## config.mk

```make
export PLATFORM = sky130hd
export DESIGN_NAME = vx_wb_commit_flat
export DESIGN_NICKNAME = d
export VERILOG_FILES = /design/src/rtl/vx_wb_commit_if.sv /design/src/rtl/vx_wb_commit.sv /design/src/flat_wrapper.sv
export SDC_FILE = /design/constraint.sdc
export NUM_CORES = 1
export LEC_CHECK = 0
export CORE_MARGIN = 2
export CORE_UTILIZATION = 50
export CTS_CLUSTER_SIZE = 10
export DETAILED_ROUTE_END_ITERATION = 10
export PLACE_DENSITY = 0.79
export SLEW_MARGIN = 20
export SYNTH_ARGS = -nofsm -noshare
export SYNTH_HDL_FRONTEND = slang
export SYNTH_SLANG_ARGS = --single-unit
export TNS_END_PERCENT = 100
```

## constraint.sdc

```tcl
create_clock -name clk -period 11 [get_ports clk]
set_input_delay 1.1 -clock clk [delete_from_list [all_inputs] [get_ports clk]]
set_output_delay 1.1 -clock clk [all_outputs]
set_load 0.01 [all_outputs]
```

## src/rtl/vx_wb_commit_if.sv

```systemverilog
`default_nettype none
// ---------------------------------------------------------------------------
// Module      : vx_wb_commit_if
// Description : Writeback beat bus from the writeback arbiter (master) to the
//               writeback commit unit (slave). Valid/ready handshake.
// Revision    : 1.0 - initial release
// ---------------------------------------------------------------------------
interface vx_wb_commit_if #(
  parameter int NUM_THREADS = 4,
  parameter int NW_BITS     = 2,
  parameter int NR_BITS     = 6,
  parameter int UUID_BITS   = 44
);
  logic                      valid;
  logic [UUID_BITS-1:0]      uuid;
  logic [NUM_THREADS-1:0]    tmask;
  logic [NW_BITS-1:0]        wid;
  logic [31:0]               PC;
  logic [NR_BITS-1:0]        rd;
  logic [NUM_THREADS*32-1:0] data;
  logic                      eop;
  logic                      ready;

  modport master (
    output valid, uuid, tmask, wid, PC, rd, data, eop,
    input  ready
  );

  modport slave (
    input  valid, uuid, tmask, wid, PC, rd, data, eop,
    output ready
  );
endinterface
`default_nettype wire

```

## src/rtl/vx_wb_commit.sv

```systemverilog
`default_nettype none
// ---------------------------------------------------------------------------
// Module      : vx_wb_commit
// Description : Writeback commit unit. Buffers writeback beats in a 2-entry
//               skid FIFO, drives the GPR write port, pulses a scoreboard
//               release on end-of-packet beats, and tracks per-warp last
//               committed PC plus a global commit counter.
// Revision    : 1.0 - initial release
// ---------------------------------------------------------------------------
module vx_wb_commit #(
  parameter  int NUM_THREADS = 4,
  parameter  int NUM_WARPS   = 4,
  parameter  int NR_BITS     = 6,
  parameter  int UUID_BITS   = 44,
  localparam int NW_BITS     = (NUM_WARPS > 1) ? $clog2(NUM_WARPS) : 1
) (
  input  wire logic                      clk,
  input  wire logic                      reset,
  vx_wb_commit_if.slave                  wb_if,
  output logic                           gpr_wr_valid,
  input  wire logic                      gpr_wr_ready,
  output logic [NUM_THREADS-1:0]         gpr_wr_mask,
  output logic [NW_BITS-1:0]             gpr_wr_wid,
  output logic [NR_BITS-1:0]             gpr_wr_rd,
  output logic [NUM_THREADS*32-1:0]      gpr_wr_data,
  output logic                           sb_release_valid,
  output logic [NW_BITS-1:0]             sb_release_wid,
  output logic [NR_BITS-1:0]             sb_release_rd,
  input  wire logic [NW_BITS-1:0]        dbg_wid,
  output logic [31:0]                    dbg_last_pc,
  output logic [31:0]                    commit_count
);

  // FIFO control
  logic [1:0] count_q, count_d;
  logic       head_q, head_d;
  logic       tail_q, tail_d;

  // FIFO payload storage, indexed by head/tail pointer
  logic [UUID_BITS-1:0]      uuid_q  [2];
  logic [NUM_THREADS-1:0]    tmask_q [2];
  logic [NW_BITS-1:0]        wid_q   [2];
  logic [31:0]               pc_q    [2];
  logic [NR_BITS-1:0]        rd_q    [2];
  logic [NUM_THREADS*32-1:0] data_q  [2];
  logic                      eop_q   [2];

  // Commit tracking
  logic [31:0] commit_count_q, commit_count_d;
  logic [31:0] last_pc_q [NUM_WARPS];

  logic              sb_release_valid_q;
  logic [NW_BITS-1:0] sb_release_wid_q;
  logic [NR_BITS-1:0] sb_release_rd_q;

  logic w_push;
  logic w_pop;
  logic w_empty;
  logic w_rd_zero;
  logic w_commit;

  // UUID rides along for trace visibility only; nothing consumes it here.
  logic w_unused_uuid;
  assign w_unused_uuid = ^{uuid_q[0], uuid_q[1]};

  // Ready depends only on registered occupancy so the upstream never sees a
  // combinational path from the GPR port back-pressure.
  assign wb_if.ready = (count_q != 2'd2);

  assign w_empty   = (count_q == 2'd0);
  assign w_push    = wb_if.valid && wb_if.ready;
  // r0 is hardwired: such beats retire without touching the GPR port.
  assign w_rd_zero = (rd_q[head_q] == '0);
  assign w_pop     = !w_empty && (gpr_wr_ready || w_rd_zero);
  assign w_commit  = w_pop && eop_q[head_q];

  assign gpr_wr_valid = !w_empty && !w_rd_zero;
  assign gpr_wr_mask  = w_empty ? '0 : tmask_q[head_q];
  assign gpr_wr_wid   = wid_q[head_q];
  assign gpr_wr_rd    = rd_q[head_q];
  assign gpr_wr_data  = data_q[head_q];

  assign sb_release_valid = sb_release_valid_q;
  assign sb_release_wid   = sb_release_wid_q;
  assign sb_release_rd    = sb_release_rd_q;

  assign commit_count = commit_count_q;
  assign dbg_last_pc  = last_pc_q[dbg_wid];

  // Next-state for pointers, occupancy and the commit counter
  always_comb begin
    count_d        = count_q;
    head_d         = head_q;
    tail_d         = tail_q;
    commit_count_d = commit_count_q;
    if (w_push) tail_d = ~tail_q;
    if (w_pop)  head_d = ~head_q;
    case ({w_push, w_pop})
      2'b10:   count_d = count_q + 2'd1;
      2'b01:   count_d = count_q - 2'd1;
      default: count_d = count_q;
    endcase
    if (w_commit) commit_count_d = commit_count_q + 32'd1;
  end

  // Control state register; reset discards any buffered entries
  always_ff @(posedge clk or posedge reset) begin
    if (reset) begin
      count_q        <= 2'd0;
      head_q         <= 1'b0;
      tail_q         <= 1'b0;
      commit_count_q <= 32'd0;
    end else begin
      count_q        <= count_d;
      head_q         <= head_d;
      tail_q         <= tail_d;
      commit_count_q <= commit_count_d;
    end
  end

  // Payload capture at the tail slot; contents are qualified by count
  always_ff @(posedge clk) begin
    if (w_push) begin
      uuid_q[tail_q]  <= wb_if.uuid;
      tmask_q[tail_q] <= wb_if.tmask;
      wid_q[tail_q]   <= wb_if.wid;
      pc_q[tail_q]    <= wb_if.PC;
      rd_q[tail_q]    <= wb_if.rd;
      data_q[tail_q]  <= wb_if.data;
      eop_q[tail_q]   <= wb_if.eop;
    end
  end

  // One-cycle scoreboard release registered from an end-of-packet pop
  always_ff @(posedge clk or posedge reset) begin
    if (reset) begin
      sb_release_valid_q <= 1'b0;
      sb_release_wid_q   <= '0;
      sb_release_rd_q    <= '0;
    end else begin
      sb_release_valid_q <= w_commit;
      if (w_commit) begin
        sb_release_wid_q <= wid_q[head_q];
        sb_release_rd_q  <= rd_q[head_q];
      end
    end
  end

  // Per-warp last committed PC, updated on end-of-packet pops
  always_ff @(posedge clk or posedge reset) begin
    if (reset) begin
      for (int w = 0; w < NUM_WARPS; w++) begin
        last_pc_q[w] <= 32'd0;
      end
    end else if (w_commit) begin
      last_pc_q[wid_q[head_q]] <= pc_q[head_q];
    end
  end

endmodule
`default_nettype wire

```

## src/flat_wrapper.sv

```systemverilog
// flat-port wrapper written by rule: the top's interface ports become plain ports
module vx_wb_commit_flat 
#(
  parameter  int NUM_THREADS = 4,
  parameter  int NUM_WARPS   = 4,
  parameter  int NR_BITS     = 6,
  parameter  int UUID_BITS   = 44,
  localparam int NW_BITS     = (NUM_WARPS > 1) ? $clog2(NUM_WARPS) : 1
)
  (clk, reset, gpr_wr_valid, gpr_wr_ready, gpr_wr_mask, gpr_wr_wid, gpr_wr_rd, gpr_wr_data, sb_release_valid, sb_release_wid, sb_release_rd, dbg_wid, dbg_last_pc, commit_count, wb_if_valid, wb_if_uuid, wb_if_tmask, wb_if_wid, wb_if_PC, wb_if_rd, wb_if_data, wb_if_eop, wb_if_ready);
  vx_wb_commit_if #(.NUM_THREADS(NUM_THREADS), .NW_BITS((2)), .NR_BITS(NR_BITS), .UUID_BITS(UUID_BITS)) wb_if_i ();
  input  wire logic clk;
  input  wire logic reset;
  output logic gpr_wr_valid;
  input  wire logic gpr_wr_ready;
  output logic [NUM_THREADS-1:0] gpr_wr_mask;
  output logic [NW_BITS-1:0] gpr_wr_wid;
  output logic [NR_BITS-1:0] gpr_wr_rd;
  output logic [NUM_THREADS*32-1:0] gpr_wr_data;
  output logic sb_release_valid;
  output logic [NW_BITS-1:0] sb_release_wid;
  output logic [NR_BITS-1:0] sb_release_rd;
  input  wire logic [NW_BITS-1:0] dbg_wid;
  output logic [31:0] dbg_last_pc;
  output logic [31:0] commit_count;
  input wire logic [$bits(wb_if_i.valid)-1:0] wb_if_valid;
  input wire logic [$bits(wb_if_i.uuid)-1:0] wb_if_uuid;
  input wire logic [$bits(wb_if_i.tmask)-1:0] wb_if_tmask;
  input wire logic [$bits(wb_if_i.wid)-1:0] wb_if_wid;
  input wire logic [$bits(wb_if_i.PC)-1:0] wb_if_PC;
  input wire logic [$bits(wb_if_i.rd)-1:0] wb_if_rd;
  input wire logic [$bits(wb_if_i.data)-1:0] wb_if_data;
  input wire logic [$bits(wb_if_i.eop)-1:0] wb_if_eop;
  output wire logic [$bits(wb_if_i.ready)-1:0] wb_if_ready;
  assign wb_if_i.valid = wb_if_valid;
  assign wb_if_i.uuid = wb_if_uuid;
  assign wb_if_i.tmask = wb_if_tmask;
  assign wb_if_i.wid = wb_if_wid;
  assign wb_if_i.PC = wb_if_PC;
  assign wb_if_i.rd = wb_if_rd;
  assign wb_if_i.data = wb_if_data;
  assign wb_if_i.eop = wb_if_eop;
  assign wb_if_ready = wb_if_i.ready;
  vx_wb_commit #(.NUM_THREADS(NUM_THREADS), .NUM_WARPS(NUM_WARPS), .NR_BITS(NR_BITS), .UUID_BITS(UUID_BITS)) u_core (.clk(clk), .reset(reset), .wb_if(wb_if_i), .gpr_wr_valid(gpr_wr_valid), .gpr_wr_ready(gpr_wr_ready), .gpr_wr_mask(gpr_wr_mask), .gpr_wr_wid(gpr_wr_wid), .gpr_wr_rd(gpr_wr_rd), .gpr_wr_data(gpr_wr_data), .sb_release_valid(sb_release_valid), .sb_release_wid(sb_release_wid), .sb_release_rd(sb_release_rd), .dbg_wid(dbg_wid), .dbg_last_pc(dbg_last_pc), .commit_count(commit_count));
endmodule
```

; Word level (Yosys, flattened, before mapping)
; Memory sizes are Yosys's and may differ from the RTL's.
; Cells that the tools add are included.
[classes]
order_cmp = 3
bitwise_logic = 4
multipliers = 0
eq_ne = 3
n_mux = 10
div = 0
shifts = 0
n_addsub = 3
n_reduce_logical = 11
[ops]
columns = operator, n
row1 = bitwise mux 128 bit, 1
row2 = 2-to-1 mux 32 bit, 3
row3 = binary-select mux 32 bit (select 2 bit), 1
row4 = demux 32 bit (select 2 bit), 1
row5 = adder 32 x 1 -> 32 bit (second input constant), 1
row6 = greater-or-equal comparator 3 bit (second input constant), 2
row7 = logical NOT 6 bit, 1
row8 = NOT 2 -> 3 bit, 2
row9 = logical AND 1 bit, 5
row10 = 2-to-1 mux 4 bit, 1
row11 = one-hot mux 2 bit (2 select lines), 1
row12 = < comparator 3 x 1 -> 1 bit (second input constant), 1
row13 = adder 2 x 1 -> 2 bit (second input constant), 1
row14 = == test 2 x 1 -> 1 bit (second input constant), 1
row15 = == test 2 bit (second input constant), 1
row16 = logical NOT 1 bit, 2
row17 = logical NOT 2 bit, 1
row18 = 2-to-1 mux 1 bit, 2
row19 = inequality test 2 bit (second input constant), 1
row20 = NOT 1 bit, 2
row21 = nonzero test 2 bit, 1
row22 = subtractor 2 x 1 -> 2 bit (second input constant), 1
row23 = logical OR 1 bit, 1
[word_totals]
out_inout_bits = 215
register_bits = 173
mem_count = 6
latchBits = 0
romBits = 0
in_bits = 223
ramBits = 346
word_cells = 51
[mem_list]
columns = memory, depth, word_bits, rd, rd_ports_with_merged_regs, wr, line
row1 = u_core.data_q, 2, 128, 1, 0, 1, vx_wb_commit.sv:45  ; logic [NUM_THREADS*32-1:0] data_q [2];
row2 = u_core.pc_q, 2, 32, 1, 0, 1, vx_wb_commit.sv:43  ; logic [31:0] pc_q [2];
row3 = u_core.rd_q, 2, 6, 1, 0, 1, vx_wb_commit.sv:44  ; logic [NR_BITS-1:0] rd_q [2];
row4 = u_core.tmask_q, 2, 4, 1, 0, 1, vx_wb_commit.sv:41  ; logic [NUM_THREADS-1:0] tmask_q [2];
row5 = u_core.wid_q, 2, 2, 1, 0, 1, vx_wb_commit.sv:42  ; logic [NW_BITS-1:0] wid_q [2];
row6 = u_core.eop_q, 2, 1, 1, 0, 1, vx_wb_commit.sv:46  ; logic eop_q [2];

; Longest topological paths before layout
; An unclocked memory read counts as a cell.
[logic_depth]
ltp_word = 7
mapped_depth = 9
depth_no_buf = 8

; Worst setup path before layout
; No wires, ideal clock.
[synth_timing]
path_kind = input to register
startpoint = input wb_if_valid
endpoint = memory u_core.data_q[0][0] (netlist bit) (enable)
arrival_time_ns = 8.372
setup_time_ns = 0.708
n_path_buf = 0
slack_ns = 1.919
cell_stages = 2
required_ns = 10.292
cell_sequence = nand2_1 > nor2_1
[synth_via]
elab_chain_cells = 3
[synth_lines]
columns = element, line
row1 = "start, declared", flat_wrapper.sv:26  ; input wire logic [$bits(wb_if_i.valid)-1:0] wb_if_valid;
row2 = logical AND 1 bit, vx_wb_commit.sv:71  ; assign w_push = wb_if.valid && wb_if.ready;
row3 = 2-to-1 mux 1 bit, vx_wb_commit.sv:123  ; if (w_push) begin
row4 = 2-to-1 mux 1 bit, -
row5 = "end, declared", vx_wb_commit.sv:45
; Every way passes these cells.

; Worst setup path after layout
[layout_timing]
startpoint = register u_core.head_q
endpoint = output gpr_wr_wid[0]
[layout_via]
elab_chain_cells = 1
[layout_lines]
columns = element, line
row1 = "start, declared", vx_wb_commit.sv:36  ; logic head_q, head_d;
row2 = "start signal, assigned", vx_wb_commit.sv:110  ; head_q <= 1'b0;
row3 = "start signal, assigned", vx_wb_commit.sv:115  ; head_q <= head_d;
row4 = memory read (2 x 2 bit), -
row5 = "end, declared", flat_wrapper.sv:17  ; output logic [NW_BITS-1:0] gpr_wr_wid;
; Every way passes these cells.

==> flow_summary.ini <==
[clock_tree]
cts.path.max_buffers = 3
cts-root-buf = clkbuf_16
clk_pin_slew_worst_paths_ns = 0.06
cts_tree = built
cts-buffers-inserted = 59
cts_setup_buffers = 0
cts_hold_buf = 0
h-tree-depth = 2
clock_sinks = 519
clk_latency_ns = 0.60
cts_resized = 0

[layout]
layout-drive-gt1-share_pct = 26.5
nets = 1707
syn_to_final_growth_pct = 30.2
fillCellCount = 2737
register_area_mm2 = 0.0147
multi_input_area_mm2 = 0.00517

[route]
met1_length_um = 17500
drc = 0
vias_per_cell = 5.38
routed-wl-met3_um = 4360
firstDrtPassIters = 5
routed_wirelength_um = 45800
route.met2.wl_um = 22500
drtIter0Drc = 663
wl_per_cell_um = 22.5
route.antenna.remaining_nets = 0
top_layer_used = met5
num_vias = 10971

[setup_path]
max_stage_delay_ns = 0.74
worstSetupPathType = flip-flop to output pin
worstPathArrival_ns = 3.78
cp-start-kind = flip-flop
critical_path.most_common_cell = buf_4
cpMaxStageDelayCell = dfrtp_4
cp-end-kind = output pin
critPathMaxFanout = 39
worstPathRequired_ns = 9.90
cp_cell_sequence = buf_4 > buf_4 > mux2i_1 > inv_1 > clkdlybuf4s50_1

[pwr]
powerDensity_mw_per_mm2 = 265
total_power_w = 0.00698
ir_drop_mv = 0.168
p_leak_nw = 9.66

[yosys]
seq_area_frac_synth_pct = 72.9
synth_seq_cells = 519
synth_edf_count = 346
netlist_area_mm2 = 0.0202
syn_area_per_cell_um2 = 19.1
synth_nets = 1283
ys_top_cells_by_count = edfxtp_1 (346), mux2_2 (244), dfrtp_1 (173)
async_flop_share_pct = 33.3
yosysTopAreaCellShare_pct = 51.4
ys_types = 38
yosys_most_used_dff = edfxtp_1
yosysWarnings = 0
synth_area_leaders = edfxtp_1 (51%), dfrtp_1 (21%), mux2_2 (14%)
synth_top_area_cell = edfxtp_1
syn_inst = 1058
synth_most_common_cell = edfxtp_1

[global_routing]
overflow = 0
grt_pass1_vias = 12047
grt_pass1_wl_um = 69900
track_usage_pct = 22.1
antenna_found_initial = 9
grt_max_degree = 93

[sta]
worst_pin_slew_ns = 1.08
slew_viol_final = 0
clock_skew_ns = 0.0162
hold_viol = 0
setup_violations = 0
fin_crit_sh_pct = 44.4
fmax_mhz = 205
fin_crit_ns = 4.88
fin_tns_setup_ns = 0
grt_setup_unrepaired = false
slew_headroom_pct = 27.9

[run_status]
status = completed

[die]
fp.dieArea_mm2 = 0.0420
io_pins = 438
core_area_mm2 = 0.0398
start_util_pct = 50.7
placementRows = 73
die_h_um = 205
dieWidth_um = 205

[job]
cap_violations = 0

[place]
gp_congestion = 0.780
dp_hpwl_um = 29400
port_buffers = 393

[hold_path]
hold_class = flip-flop to flip-flop
## final cells by class
| type | instances | area share, % |
|---|---|---|
| diodes | 8 | 0.0761 |
| repair buffers | 407 | 15.4 |
| clock inverters | 5 | 0.167 |
| well taps | 525 | 2.50 |
| inverters | 9 | 0.157 |
| flip-flops and latches | 519 | 56.0 |
| multi-input cells | 486 | 19.7 |
| clock buffers | 81 | 6.09 |
## critical path, delay by kind of cell, from the launching register on
family	cells	cell delay (ns)
multiplexers	1	0.47
flip-flops	1	0.74
buffers and inverters	4	1.93
## flip-flops by register name, summed over array words and instances (netlist names)
signal,cells
u_core.rd_q,12
u_core.wid_q,4
u_core.sb_release_rd,6
u_core.tmask_q,8
u_core.sb_release_wid,2
u_core.commit_count,32
u_core.pc_q,64
u_core.data_q,256
u_core.sb_release_valid,1
u_core.tail_q,1
u_core.head_q,1
u_core.eop_q,2
u_core.count_q,2
u_core.last_pc_q,128
## per-stage QoR
step	instance area (um^2)	utilization (%)	setup WS, ns	hold slack, ns	std cells
final	26300	66.0	6.12	0.482	2040
after global routing	26300	66.0	5.85	0.493	2038
after CTS	26300	66.0	5.99	0.485	2032
after detailed placement	24600	61.8	6.65	0.475	1946
after global placement	24600	61.8	6.65	0.457	1946
after floorplan	20200	-	1.92	0.453	1058
## where the power goes
part	internal, W	switching [W]	total, W
sequential	0.00271	0.000232	0.00295
clock	0.000997	0.000710	0.00171
combinational	0.00128	0.00105	0.00233
## cell usage in the layout, fill, tap and decap left out, types with 2 or more instances in the layout
cell type        synthesis  final
a21oi_1                  2      2
buf_4                    0     13
clkbuf_1                21     20
clkbuf_16                0     61
clkdlybuf4s50_1          0    392
clkinv_2                 0      2
dfrtp_1                173    172
diode_2                  0      8
edfxtp_1               346    346
ha_1                     2      2
inv_1                    8      7
inv_6                    0      2
mux2_1                  22     22
mux2_2                 244    244
mux2_4                  30     30
mux2i_1                  5      5
mux4_2                  32     32
nand2_1                 21     21
nand3_1                 10     10
nand4_1                  6      6
nor2_1                  38     37
nor3_1                  11     11
nor3_4                   2      2
nor4_1                  10     10
nor4b_1                  2      2
xnor2_1                 16     16
xor2_1                  20     20
## cells by family (layout without fill, tap and decap cells)
kind of cell             count (synthesis)  after routing  synth area share, %
buffers and inverters                   53            502                 1.57
multiplexers                           333            333                 20.9
XOR/XNOR                                36             36                 1.56
adder cells (fa/ha/maj)                  2              2                0.124
AND/OR/NAND/NOR                        109            109                 2.70
AO/OA/AOI/OAI                            6              6                0.273
other                                    0              8                    0
flip-flops                             519            519                 72.9
## routing by layer
layer	global-route usage [%]	vias to the layer above
met5	0	-
met4	8.66	4
met3	7.76	87
met2	36.3	420
met1	26.9	5575
li1	-	4885
## worst paths after layout
kind                       slack (ns)                               from  depth (start not counted)                           endpoint
max                              6.12          u_core.head_q$_DFFE_PP0P_                          5                      gpr_wr_wid[0]
max reg2reg                      6.96          u_core.head_q$_DFFE_PP0P_                          6   u_core.last_pc_q[31]$_DFFE_PP0P_
min reg2reg                      0.48  u_core.last_pc_q[108]$_DFFE_PP0P_                          1  u_core.last_pc_q[108]$_DFFE_PP0P_
min                              0.48  u_core.last_pc_q[108]$_DFFE_PP0P_                          1  u_core.last_pc_q[108]$_DFFE_PP0P_
max in group asynchronous        8.65                              reset                          3   u_core.last_pc_q[72]$_DFFE_PP0P_
min in group asynchronous        1.02                              reset                          2   u_core.last_pc_q[84]$_DFFE_PP0P_
Note: power is estimated with default switching activity, not from simulation.
